File: config.mk
export PLATFORM = sky130hd
export DESIGN_NAME = bist_seq_ctrl
export DESIGN_NICKNAME = d
export VERILOG_FILES = /design/src/rtl/bist_seq_ctrl.sv
export SDC_FILE = /design/constraint.sdc
export NUM_CORES = 1
export LEC_CHECK = 0
export BUFFER_PORTS_ARGS = -buffer_cell sky130_fd_sc_hd__buf_4
export CORE_MARGIN = 4
export CORE_UTILIZATION = 49
export DETAILED_ROUTE_END_ITERATION = 16
export PLACE_DENSITY = 0.76
export SYNTH_ARGS = -nofsm -noshare
export SYNTH_HDL_FRONTEND = slang
export SYNTH_SLANG_ARGS = --single-unit
File: constraint.sdc
create_clock -name blif_clk_net -period 1.8 [get_ports blif_clk_net]
set_clock_uncertainty 0.2 [all_clocks]
set_input_delay 0.18 -clock blif_clk_net [delete_from_list [all_inputs] [get_ports blif_clk_net]]
set_output_delay 0.18 -clock blif_clk_net [all_outputs]
set_load 0.01 [all_outputs]
File: src/rtl/bist_seq_ctrl.sv
// BIST sequencer: drives LFSR patterns into a circuit-under-test and folds
// its responses into a 16-bit MISR signature.
module bist_seq_ctrl #(
  parameter int PAT_W = 8,
  parameter int IN_W  = 3,
  parameter int OUT_W = 6
) (
  input  logic             blif_clk_net,
  input  logic             blif_reset_net,
  input  logic             start,
  input  logic             abort,
  input  logic [PAT_W-1:0] num_pat,
  input  logic [15:0]      lfsr_seed,
  output logic             cut_rst,
  output logic [IN_W-1:0]  cut_in,
  input  logic [OUT_W-1:0] cut_out,
  output logic             busy,
  output logic             done,
  output logic [15:0]      signature,
  output logic [PAT_W-1:0] pat_idx
);

  typedef enum logic [2:0] {
    S_IDLE,
    S_INIT,
    S_APPLY,
    S_FLUSH,
    S_DONE
  } state_t;

  state_t           state_q, state_d;
  logic             init_cnt_q, init_cnt_d;
  logic [PAT_W-1:0] num_pat_q, num_pat_d;
  logic [PAT_W-1:0] pat_idx_q, pat_idx_d;
  logic [15:0]      lfsr_q, lfsr_d;
  logic [15:0]      misr_q, misr_d;
  logic [IN_W-1:0]  last_pat_q, last_pat_d;
  logic [15:0]      misr_in;

  // Shared shift/feedback step used by both the pattern LFSR and the MISR.
  function automatic logic [15:0] poly_shift(input logic [15:0] v);
    return {v[14:0], v[15] ^ v[13] ^ v[12] ^ v[10]};
  endfunction

  // Zero-extend the CUT response to the MISR width.
  always_comb begin
    misr_in = '0;
    misr_in[OUT_W-1:0] = cut_out;
  end

  // Next-state, datapath updates and outputs; abort overrides the normal flow.
  always_comb begin
    state_d    = state_q;
    init_cnt_d = init_cnt_q;
    num_pat_d  = num_pat_q;
    pat_idx_d  = pat_idx_q;
    lfsr_d     = lfsr_q;
    misr_d     = misr_q;
    last_pat_d = last_pat_q;
    cut_rst    = 1'b0;
    cut_in     = '0;
    done       = 1'b0;
    busy       = (state_q != S_IDLE);

    case (state_q)
      S_IDLE: begin
        if (start && !abort) begin
          state_d    = S_INIT;
          init_cnt_d = 1'b0;
          num_pat_d  = num_pat;
          lfsr_d     = (lfsr_seed == 16'h0000) ? 16'h0001 : lfsr_seed;
          // Clear on entry so the signature reads zero throughout INIT.
          misr_d     = 16'h0000;
          pat_idx_d  = '0;
        end
      end
      S_INIT: begin
        cut_rst    = 1'b1;
        init_cnt_d = 1'b1;
        if (init_cnt_q) begin
          state_d = (num_pat_q != '0) ? S_APPLY : S_DONE;
        end
      end
      S_APPLY: begin
        cut_in     = lfsr_q[IN_W-1:0];
        last_pat_d = lfsr_q[IN_W-1:0];
        lfsr_d     = poly_shift(lfsr_q);
        misr_d     = poly_shift(misr_q) ^ misr_in;
        pat_idx_d  = pat_idx_q + 1'b1;
        if (pat_idx_d == num_pat_q) begin
          state_d = S_FLUSH;
        end
      end
      S_FLUSH: begin
        // One extra capture for the response to the final pattern.
        cut_in  = last_pat_q;
        misr_d  = poly_shift(misr_q) ^ misr_in;
        state_d = S_DONE;
      end
      S_DONE: begin
        done    = 1'b1;
        state_d = S_IDLE;
      end
      default: begin
        state_d = S_IDLE;
      end
    endcase

    if (abort && (state_q != S_IDLE)) begin
      state_d    = S_IDLE;
      cut_rst    = 1'b0;
      done       = 1'b0;
      pat_idx_d  = pat_idx_q;
      misr_d     = misr_q;
      lfsr_d     = lfsr_q;
      last_pat_d = last_pat_q;
    end
  end

  // State and datapath registers with synchronous active-low reset.
  always_ff @(posedge blif_clk_net) begin
    if (!blif_reset_net) begin
      state_q    <= S_IDLE;
      init_cnt_q <= 1'b0;
      num_pat_q  <= '0;
      pat_idx_q  <= '0;
      lfsr_q     <= 16'h0001;
      misr_q     <= 16'h0000;
      last_pat_q <= '0;
    end else begin
      state_q    <= state_d;
      init_cnt_q <= init_cnt_d;
      num_pat_q  <= num_pat_d;
      pat_idx_q  <= pat_idx_d;
      lfsr_q     <= lfsr_d;
      misr_q     <= misr_d;
      last_pat_q <= last_pat_d;
    end
  end

  assign signature = misr_q;
  assign pat_idx   = pat_idx_q;

endmodule

==> flow_metrics.tcl, run 1 <==
set metrics [dict create \
    outcome "finished clean" \
    ys_ff_latch 55 \
    die-area_sq_mm 0.00715 \
    antenna_found_initial 0 \
    layout_commonest_cell "buf_4" \
    drt_iter0_drc 192 \
    start_util 0.512 \
    clock_latency_ps 310 \
    drive_gt1_frac 0.322 \
    dominantRegCellSynth "dfxtp_1" \
    period_needed_ps 1760 \
    synth-async-reset-ratio 0 \
    path_cells "nor2_1, buf_4, nor4_4, buf_4, buf_12, nand3_1, o211a_1" \
    die_height_microns 84.6 \
    cts_buffers 5 \
    synth_edf_count 0 \
    finalWorstSetupSlack_ps 36.9 \
    slowest_delay_ps 390 \
    nNetsFinal 459 \
    fin_setup_tns_ps 0 \
    cts_tree "done" \
    vias 2823 \
    synth_cells 336 \
    worst_pin_slew_ps 507 \
    cp-end-kind "register" \
    syn_to_final_growth_pct 35.1 \
    fp.dieW_microns 84.6 \
    leakagePower_uw 0.00168 \
    hpwl_microns 5400 \
    crit_slowest_cell "dfxtp_4" \
    grt_pass1_wl_microns 12500 \
    syn_avg_cell_area_sq_um 8.55 \
    yosysSeqAreaShare 0.383 \
    cap_violations 0 \
    grt_start_max_net_pins 33 \
    cts-root-buf "clkbuf_8" \
    final_cell_mix "buf_4 (97), dfxtp_1 (49), nand2_1 (38)" \
    core_area_sq_mm 0.00561 \
    antennaDiodeCount 0 \
    reg2reg_depth 7 \
    period_share 0.980 \
    path_max_fanout 32 \
    finalHoldViolCount 0 \
    drc 0 \
    synth_nets 371 \
    clockBufferDepth 2 \
    drt-wirelength-per-cell_microns 15.6 \
    grt_pass1_vias 2678 \
    worstHoldPathType "in -> reg" \
    endpoint "lfsr_q[6]" \
    clk_pin_slew_worst_paths_ps 100 \
    via_per_inst 5.68 \
    syn_area_sq_mm 0.00287 \
    gp_congestion 0.897 \
    place_ws_ps -0.107 \
    ant_nets 0 \
    multiInputGateArea_sq_mm 0.00173 \
    hold_path.startpoint "blif_reset_net" \
    hold_ws_ps 28.3 \
    path_common_cell "buf_4" \
    num_io_pins 64 \
    slew-limit-headroom 0.657 \
    overflow 0 \
    crit_start "state_q[1]" \
    n_fill_cell 459 \
    clock-sinks 55 \
    portBuffers 63 \
    cp.arrival_ps 1770 \
    final_max_slew_viol_count 0 \
    timing.rr.start "state_q[1]" \
    wl_microns 7740 \
    reg2reg_setup_slack_ps 40 \
    final_core_util 0.692 \
    cts_htree_levels 2 \
    fmax_mhz 567 \
    firstDrtPassIters 4 \
    worst-setup-path-type "reg -> reg" \
    r2r_end "lfsr_q[6]" \
    setup_violations 0 \
    p_per_area_mw_per_mm2 587 \
    yosys_warnings 0 \
    ir_drop_mv 0.317 \
    cp_data_required_time_ps 1810 \
    grt.total_usage 0.211 \
    synth_cell_types 61 \
    rsz0062_at_grt "true" \
    start_kind "register" \
    register_area_sq_mm 0.00112 \
    num_rows 27 \
]
[worst min path at each step]
stage / cells after the start / slack, ps / endpoint
6_report: 2 / 30 / signature[7]
5_1_grt: 2 / 30 / signature[7]
4_1_cts: 2 / 30 / signature[7]
3_5_place_dp: 3 / 240 / num_pat_q[5]
3_3_place_gp: 3 / 230 / num_pat_q[3]
2_1_floorplan: 2 / 150 / num_pat_q[0]
[flip-flops by register name, summed over array words and instances (netlist names)]
| name | flops |
|---|---|
| num_pat_q | 8 |
| state_q | 3 |
| lfsr_q | 16 |
| last_pat_q | 3 |
| signature | 16 |
| pat_idx | 8 |
| init_cnt_q | 1 |
[logic make-up (layout without fill, tap and decap cells)]
family	Yosys count	count (layout)	share of synthesized area
AO/OA/AOI/OAI	85	85	0.215
buffers and inverters	30	119	0.0488
flip-flops	55	55	0.383
XOR/XNOR	19	19	0.0580
AND/OR/NAND/NOR	134	134	0.248
adder cells (fa/ha/maj)	1	1	0.00436
multiplexers	12	12	0.0423
[metal layers]
layer  up-vias  routed length [microns]  global-route usage  share of wire
met4         0                       98              0.0532          0.013
li1       1379                        -                   -              -
met1      1349                     3220               0.273           0.42
met3        10                      517              0.0373          0.067
met2        85                     3910               0.363           0.50
met5         -                        0                   0              0
[final cells by class]
class | instances | area share
clock buffer | 7 | 0.0197
clock inverter | 1 | 0.00129
inverter | 3 | 0.00290
multi-input combinational | 251 | 0.445
sequential | 55 | 0.288
tap | 72 | 0.0232
timing repair buffer | 108 | 0.219
[stage by stage]
step	power (uW)	std cells	area, sq um
after floorplan	1470	336	2890
after global placement	1590	478	3590
after detailed placement	1590	478	3590
after CTS	2280	496	3790
after global routing	2380	497	3880
final	2280	497	3880
[where the power goes]
group | internal (uW) | total [uW] | switching (uW) | leakage [uW]
sequential | 1250 | 1280 | 31.6 | 0.000451
clock | 275 | 685 | 410 | 0.0000422
combinational | 172 | 314 | 143 | 0.00118
[cell usage after synthesis (all sizes together) (2+ instances only)]
library cell | n | area [sq um]
a21boi | 14 | 105
nand3 | 31 | 155
nand2b | 2 | 15.0
o311ai | 2 | 17.5
a21oi | 12 | 60.1
o21ai | 21 | 105
a211oi | 5 | 42.5
or4 | 2 | 18.8
a31oi | 2 | 12.5
and2 | 3 | 18.8
nor3 | 5 | 30.0
nand2 | 38 | 143
nand4b | 2 | 17.5
or3 | 2 | 12.5
nor2b | 17 | 106
buf | 9 | 61.3
nor4 | 7 | 50.1
inv | 3 | 11.3
mux2i | 11 | 110
dfxtp | 55 | 1100
o211a | 17 | 170
xnor2 | 16 | 140
xor2 | 3 | 26.3
nor2 | 15 | 61.3
clkbuf | 18 | 67.6
[timing repair]
item / 4_1_cts / 5_1_grt
pin swaps: 1 / 7
setup buffers: 2 / 1
hold endpoints to repair: 8 / 0
endpoints found under the setup margin: 8 / 18
hold buffers: 8 / 0
resized for setup: 8 / 19
[critical path, delay by kind of cell, from the launching register on]
kind	cells	cell delay, ps
AO/OA/AOI/OAI	1	150
buffers and inverters	3	500
AND/OR/NAND/NOR	3	420
flip-flops	1	390
Power figures use the tool's default switching activity.
==> inputs of run 2 (changes only) <==
--- a/constraint.sdc
+++ b/constraint.sdc
@@ -3,3 +3,3 @@
 set_input_delay 0.18 -clock blif_clk_net [delete_from_list [all_inputs] [get_ports blif_clk_net]]
 set_output_delay 0.18 -clock blif_clk_net [all_outputs]
-set_load 0.01 [all_outputs]
+set_load 0.02 [all_outputs]
==> run 2 against run 1 <==
Effect of this change: sequential power is essentially flat; register-to-register slack got worse by 20 ps; power is 2.5% lower; non-clock buffer count increased by 7; die area is the same; maximum frequency down 1.1%; final area grew 1.7%; count of clock-buffer cells in the layout is 1 lower; flip-flop and latch count unchanged; critical path type unchanged; critical endpoint is now pat_idx[1].
==> flow_metrics.tcl, run 2 (synthesized netlist as in run 1, its figures left out) <==
set metrics [dict create \
    clock_latency_ps 300 \
    fp.dieW_microns 84.6 \
    worstHoldPathType "in -> reg" \
    portBuffers 63 \
    rsz0062_at_grt "true" \
    antenna_found_initial 0 \
    multiInputGateArea_sq_mm 0.00172 \
    final_cell_mix "buf_4 (98), dfxtp_1 (47), nand2_1 (38)" \
    cts_tree "done" \
    syn_to_final_growth_pct 37.3 \
    final_core_util 0.703 \
    core_area_sq_mm 0.00561 \
    overflow 0 \
    finalHoldViolCount 0 \
    start_kind "register" \
    grt_start_max_net_pins 53 \
    outcome "finished clean" \
    slowest_delay_ps 610 \
    grt.total_usage 0.196 \
    drc 0 \
    cts_buffers 5 \
    final_max_slew_viol_count 0 \
    clock-sinks 55 \
    vias 2863 \
    period_needed_ps 1780 \
    stdcell_count 502 \
    cp-end-kind "register" \
    fmax_mhz 561 \
    hold_ws_ps 69.7 \
    setup_violations 0 \
    grt_pass1_vias 2609 \
    path_max_fanout 8 \
    dp_cells 476 \
    worst_pin_slew_ps 688 \
    worst-setup-path-type "reg -> reg" \
    ant_nets 0 \
    power_uw 2220 \
    num_io_pins 64 \
    slew-limit-headroom 0.535 \
    leakagePower_uw 0.00172 \
    gp_congestion 0.854 \
    num_rows 27 \
    period_share 0.990 \
    ir_drop_mv 0.421 \
    register_area_sq_mm 0.00112 \
    cap_violations 0 \
    fin_setup_tns_ps 0 \
    drive_gt1_frac 0.340 \
    hpwl_microns 5160 \
    path_cells "or4_4, buf_6, a22oi_1, nor2b_1" \
    cts-root-buf "clkbuf_8" \
    clockBufferDepth 2 \
    crit_family "simple AND/OR/NAND/NOR gates" \
    firstDrtPassIters 4 \
    grt_pass1_wl_microns 11900 \
    die_height_microns 84.6 \
    start_util 0.512 \
    antennaDiodeCount 0 \
    wl_microns 7810 \
    cts_htree_levels 2 \
    drt-wirelength-per-cell_microns 15.5 \
    n_fill_cell 433 \
    die-area_sq_mm 0.00715 \
    cp_data_required_time_ps 1790 \
    crit_slowest_cell "or4_4" \
    clk_pin_slew_worst_paths_ps 100 \
    worst-path-buf-inv 1 \
    layout_commonest_cell "buf_4" \
    p_per_area_mw_per_mm2 563 \
    via_per_inst 5.70 \
    cp.arrival_ps 1780 \
    drt_iter0_drc 194 \
    nNetsFinal 466 \
]
==> run 2: cell types whose count changed in the layout (fill, tap and decap cells not counted), moves of 2 or more <==
cell and delta:
nand3_2 +4, a211oi_1 +2, a211oi_2 -2, dfxtp_2 +2
dfxtp_1 -2, nand3_1 -3, buf_6 +6
==> run 2: report_power, final <==
| group | switching [uW] | total, uW | internal [uW] |
|---|---|---|---|
| clock | 366 | 627 | 261 |
| sequential | 32.6 | 1280 | 1250 |
| combinational | 142 | 315 | 172 |
| total | 541 | 2220 | 1680 |
==> run 2: metal layers <==
metal,part of all wire,track usage,vias up
met1,0.44,0.262,1367
met4,0.0095,0.0489,0
met5,0,0,-
met2,0.49,0.326,90
li1,-,-,1397
met3,0.058,0.0363,9
==> run 2: repair_timing <==
| action | in CTS | in global routing |
|---|---|---|
| endpoints found under the setup margin | 10 | 15 |
| endpoints found under the hold margin | 8 | 0 |
| gates resized for setup | 9 | 28 |
| pin swaps | 0 | 9 |
| setup buffers | 2 | 10 |
| hold buffers | 8 | 0 |
| gates cloned | 0 | 0 |
==> run 2: worst reg2reg max path, stage by stage, from the launching register on <==
cell,delay (ps)
dfxtp_4,380
or4_4,610
buf_6,180
a22oi_1,210
nor2b_1,90
==> run 2: final timing paths <==
| path | from | endpoint | slack, ps | cells past startpoint |
|---|---|---|---|---|
| worst max-delay path | state_q[0] | pat_idx[1] | 20 | 4 |
| worst min-delay path | lfsr_seed[5] | lfsr_q[5] | 70 | 4 |
| worst max register to register | state_q[0] | pat_idx[1] | 20 | 4 |
| worst min register to register | last_pat_q[0] | last_pat_q[0] | 270 | 2 |
==> run 2: stage by stage <==
stage                     cell area (sq um)  setup WS (ps)
after detailed placement               3580           1.10
final                                  3940           17.5
after global routing                   3940          -31.4
after floorplan                        2890          -78.5
after CTS                              3770          0.842
after global placement                 3580           34.9
==> run 2: area by class of cell <==
class / count / area share
inverter: 3 / 0.00349
sequential: 55 / 0.284
timing repair buffer: 115 / 0.235
tap: 72 / 0.0228
multi-input combinational: 251 / 0.436
clock buffer: 6 / 0.0184
==> inputs of run 3 (changes only) <==
--- a/config.mk
+++ b/config.mk
@@ -7,5 +7,5 @@
 export LEC_CHECK = 0
 export BUFFER_PORTS_ARGS = -buffer_cell sky130_fd_sc_hd__buf_4
-export CORE_MARGIN = 4
+export CORE_MARGIN = 2
 export CORE_UTILIZATION = 49
 export DETAILED_ROUTE_END_ITERATION = 16
==> constraint.sdc (replaced) <==
create_clock -name blif_clk_net -period 1.8 [get_ports blif_clk_net]
set_clock_uncertainty 0.2 [all_clocks]
set_input_delay 0.36 -clock blif_clk_net [delete_from_list [all_inputs] [get_ports blif_clk_net]]
set_output_delay 0.36 -clock blif_clk_net [all_outputs]
set_load 0.02 [all_outputs]
==> run 3 against run 2 <==
Effect of this change: the run now ends with negative setup slack left; via count increased by 1.5%; count of clock-buffer cells in the layout increased by 2; sequential share of layout area decreased by 0.079 points; maximum frequency decreased by 4.3%; register-to-register slack got worse by 80 ps; setup slack got worse by 81 ps; critical path type unchanged; die area decreased by 9.2%; worst hold slack improved by 29 ps; core utilization increased by 1.3 points.
==> flow_metrics.tcl, run 3 (synthesized netlist as in run 1, its figures left out) <==
set metrics [dict create \
    seqPwrFrac 0.539 \
    die_height_microns 80.6 \
    core_area_sq_mm 0.00557 \
    cts_htree_levels 2 \
    die-area_sq_mm 0.00649 \
    crit_slowest_cell "or4_4" \
    cp.arrival_ps 1920 \
    path_max_fanout 6 \
    path_cells "nor2_4, or4_4, buf_2, a211oi_1, a21oi_1, nor2b_1" \
    fmax_mhz 537 \
    hold_ws_ps 98.5 \
    cp-end-kind "register" \
    layout_commonest_cell "buf_4" \
    finalInstanceArea_sq_mm 0.00399 \
    overflow 0 \
    p_per_area_mw_per_mm2 593 \
    drt-wirelength-per-cell_microns 16.1 \
    num_rows 27 \
    fin_setup_tns_ps -404 \
    place_area_sq_mm 0.00359 \
    setup_violations 22 \
    hpwl_microns 5130 \
    drc 0 \
    cts_tree "done" \
    grt_pass1_wl_microns 12100 \
    final_cell_mix "buf_4 (98), dfxtp_1 (45), nand2_1 (38)" \
    wl_microns 8040 \
    ant_nets 0 \
    ir_drop_mv 0.377 \
    power_switching_share 0.250 \
    antenna_found_initial 0 \
    finalWorstSetupSlack_ps -63.1 \
    slowest_delay_ps 510 \
    hold_buffers 0 \
    final_max_slew_viol_count 0 \
    slew-limit-headroom 0.601 \
    fp.dieW_microns 80.6 \
    crit_family "simple AND/OR/NAND/NOR gates" \
    clock_latency_ps 320 \
    antennaDiodeCount 0 \
    cp_data_required_time_ps 1850 \
    drive_gt1_frac 0.369 \
    firstDrtPassIters 4 \
    worst_pin_slew_ps 592 \
    worst-path-buf-inv 1 \
    leakagePower_uw 0.00172 \
    nNetsFinal 460 \
    syn_to_final_growth_pct 39.0 \
    clock-sinks 55 \
    period_share 1.04 \
    portBuffers 63 \
    cts_buffers 5 \
    start_kind "register" \
    intPower_uw 1770 \
    rsz0062_at_grt "true" \
    period_needed_ps 1860 \
    clkPwrFrac 0.320 \
    drt_iter0_drc 242 \
    p_comb_frac 0.141 \
    vias 2907 \
    violations "negative setup slack" \
    grt_pass1_vias 2630 \
    clk_pin_slew_worst_paths_ps 100 \
    start_util 0.515 \
    gp_congestion 0.789 \
    cap_violations 0 \
    grt.total_usage 0.235 \
    grt_start_max_net_pins 33 \
    p_switching_uw 592 \
    worst-setup-path-type "reg -> reg" \
    via_per_inst 5.84 \
    num_io_pins 64 \
    worstHoldPathType "in -> reg" \
    cts-root-buf "clkbuf_8" \
    clockBufferDepth 2 \
    place_ws_ps -84.7 \
    finalHoldViolCount 0 \
    outcome "finished, violations left" \
]
-- run 3: path summary, 6_finish.rpt --
path	from	endpoint	slack, ps	cells after the start
worst max register to register	state_q[1]	signature[3]	-60	6
worst max-delay path	state_q[1]	signature[3]	-60	6
worst min register to register	signature[9]	signature[10]	270	2
worst min-delay path	num_pat[4]	num_pat_q[4]	100	3
-- run 3: layer usage --
layer  wire [microns]  track usage  vias up  share of wire
met2             4050        0.407      113           0.50
met5                0            0        -              0
li1                 -            -     1379              -
met1             3340        0.298     1399           0.42
met4              170       0.0678        0          0.021
met3              474       0.0404       16          0.059
-- run 3: worst register-to-register path, delay by kind of cell, from the launching register on --
family | cells | cell delay [ps]
flip-flops | 1 | 430
AND/OR/NAND/NOR | 3 | 660
buffers and inverters | 1 | 200
AO/OA/AOI/OAI | 2 | 320
-- run 3: final cells by class --
cell class	instances	area (sq um)
sequential	55	1130
timing repair buffer	109	885
tap	72	90.1
inverter	3	11.3
fill	430	1580
clock buffer	8	100
multi-input combinational	251	1770
-- run 3: stage by stage --
stage                     power, uW  instances   util
after CTS                      2360        491  0.683
after global routing           2460        498  0.716
after floorplan                1470        336      -
after detailed placement       1590        476  0.643
final                          2370        498  0.716
after global placement         1580        476  0.643
-- run 3: timing repair --
item	4_1_cts	5_1_grt
pin swaps	2	12
cloned	0	1
setup buffers	7	6
endpoints found under the hold margin	0	0
endpoints found under the setup margin	8	12
resized for setup	19	30
-- run 3: power groups by stage --
stage	Clock [uW]	Combinational, uW	Sequential (uW)
4_1_cts	776	303	1280
5_1_grt	815	360	1280
6_report	757	333	1280
3_3_place_gp	0	277	1310
2_1_floorplan	0	168	1300
3_5_place_dp	0	285	1310
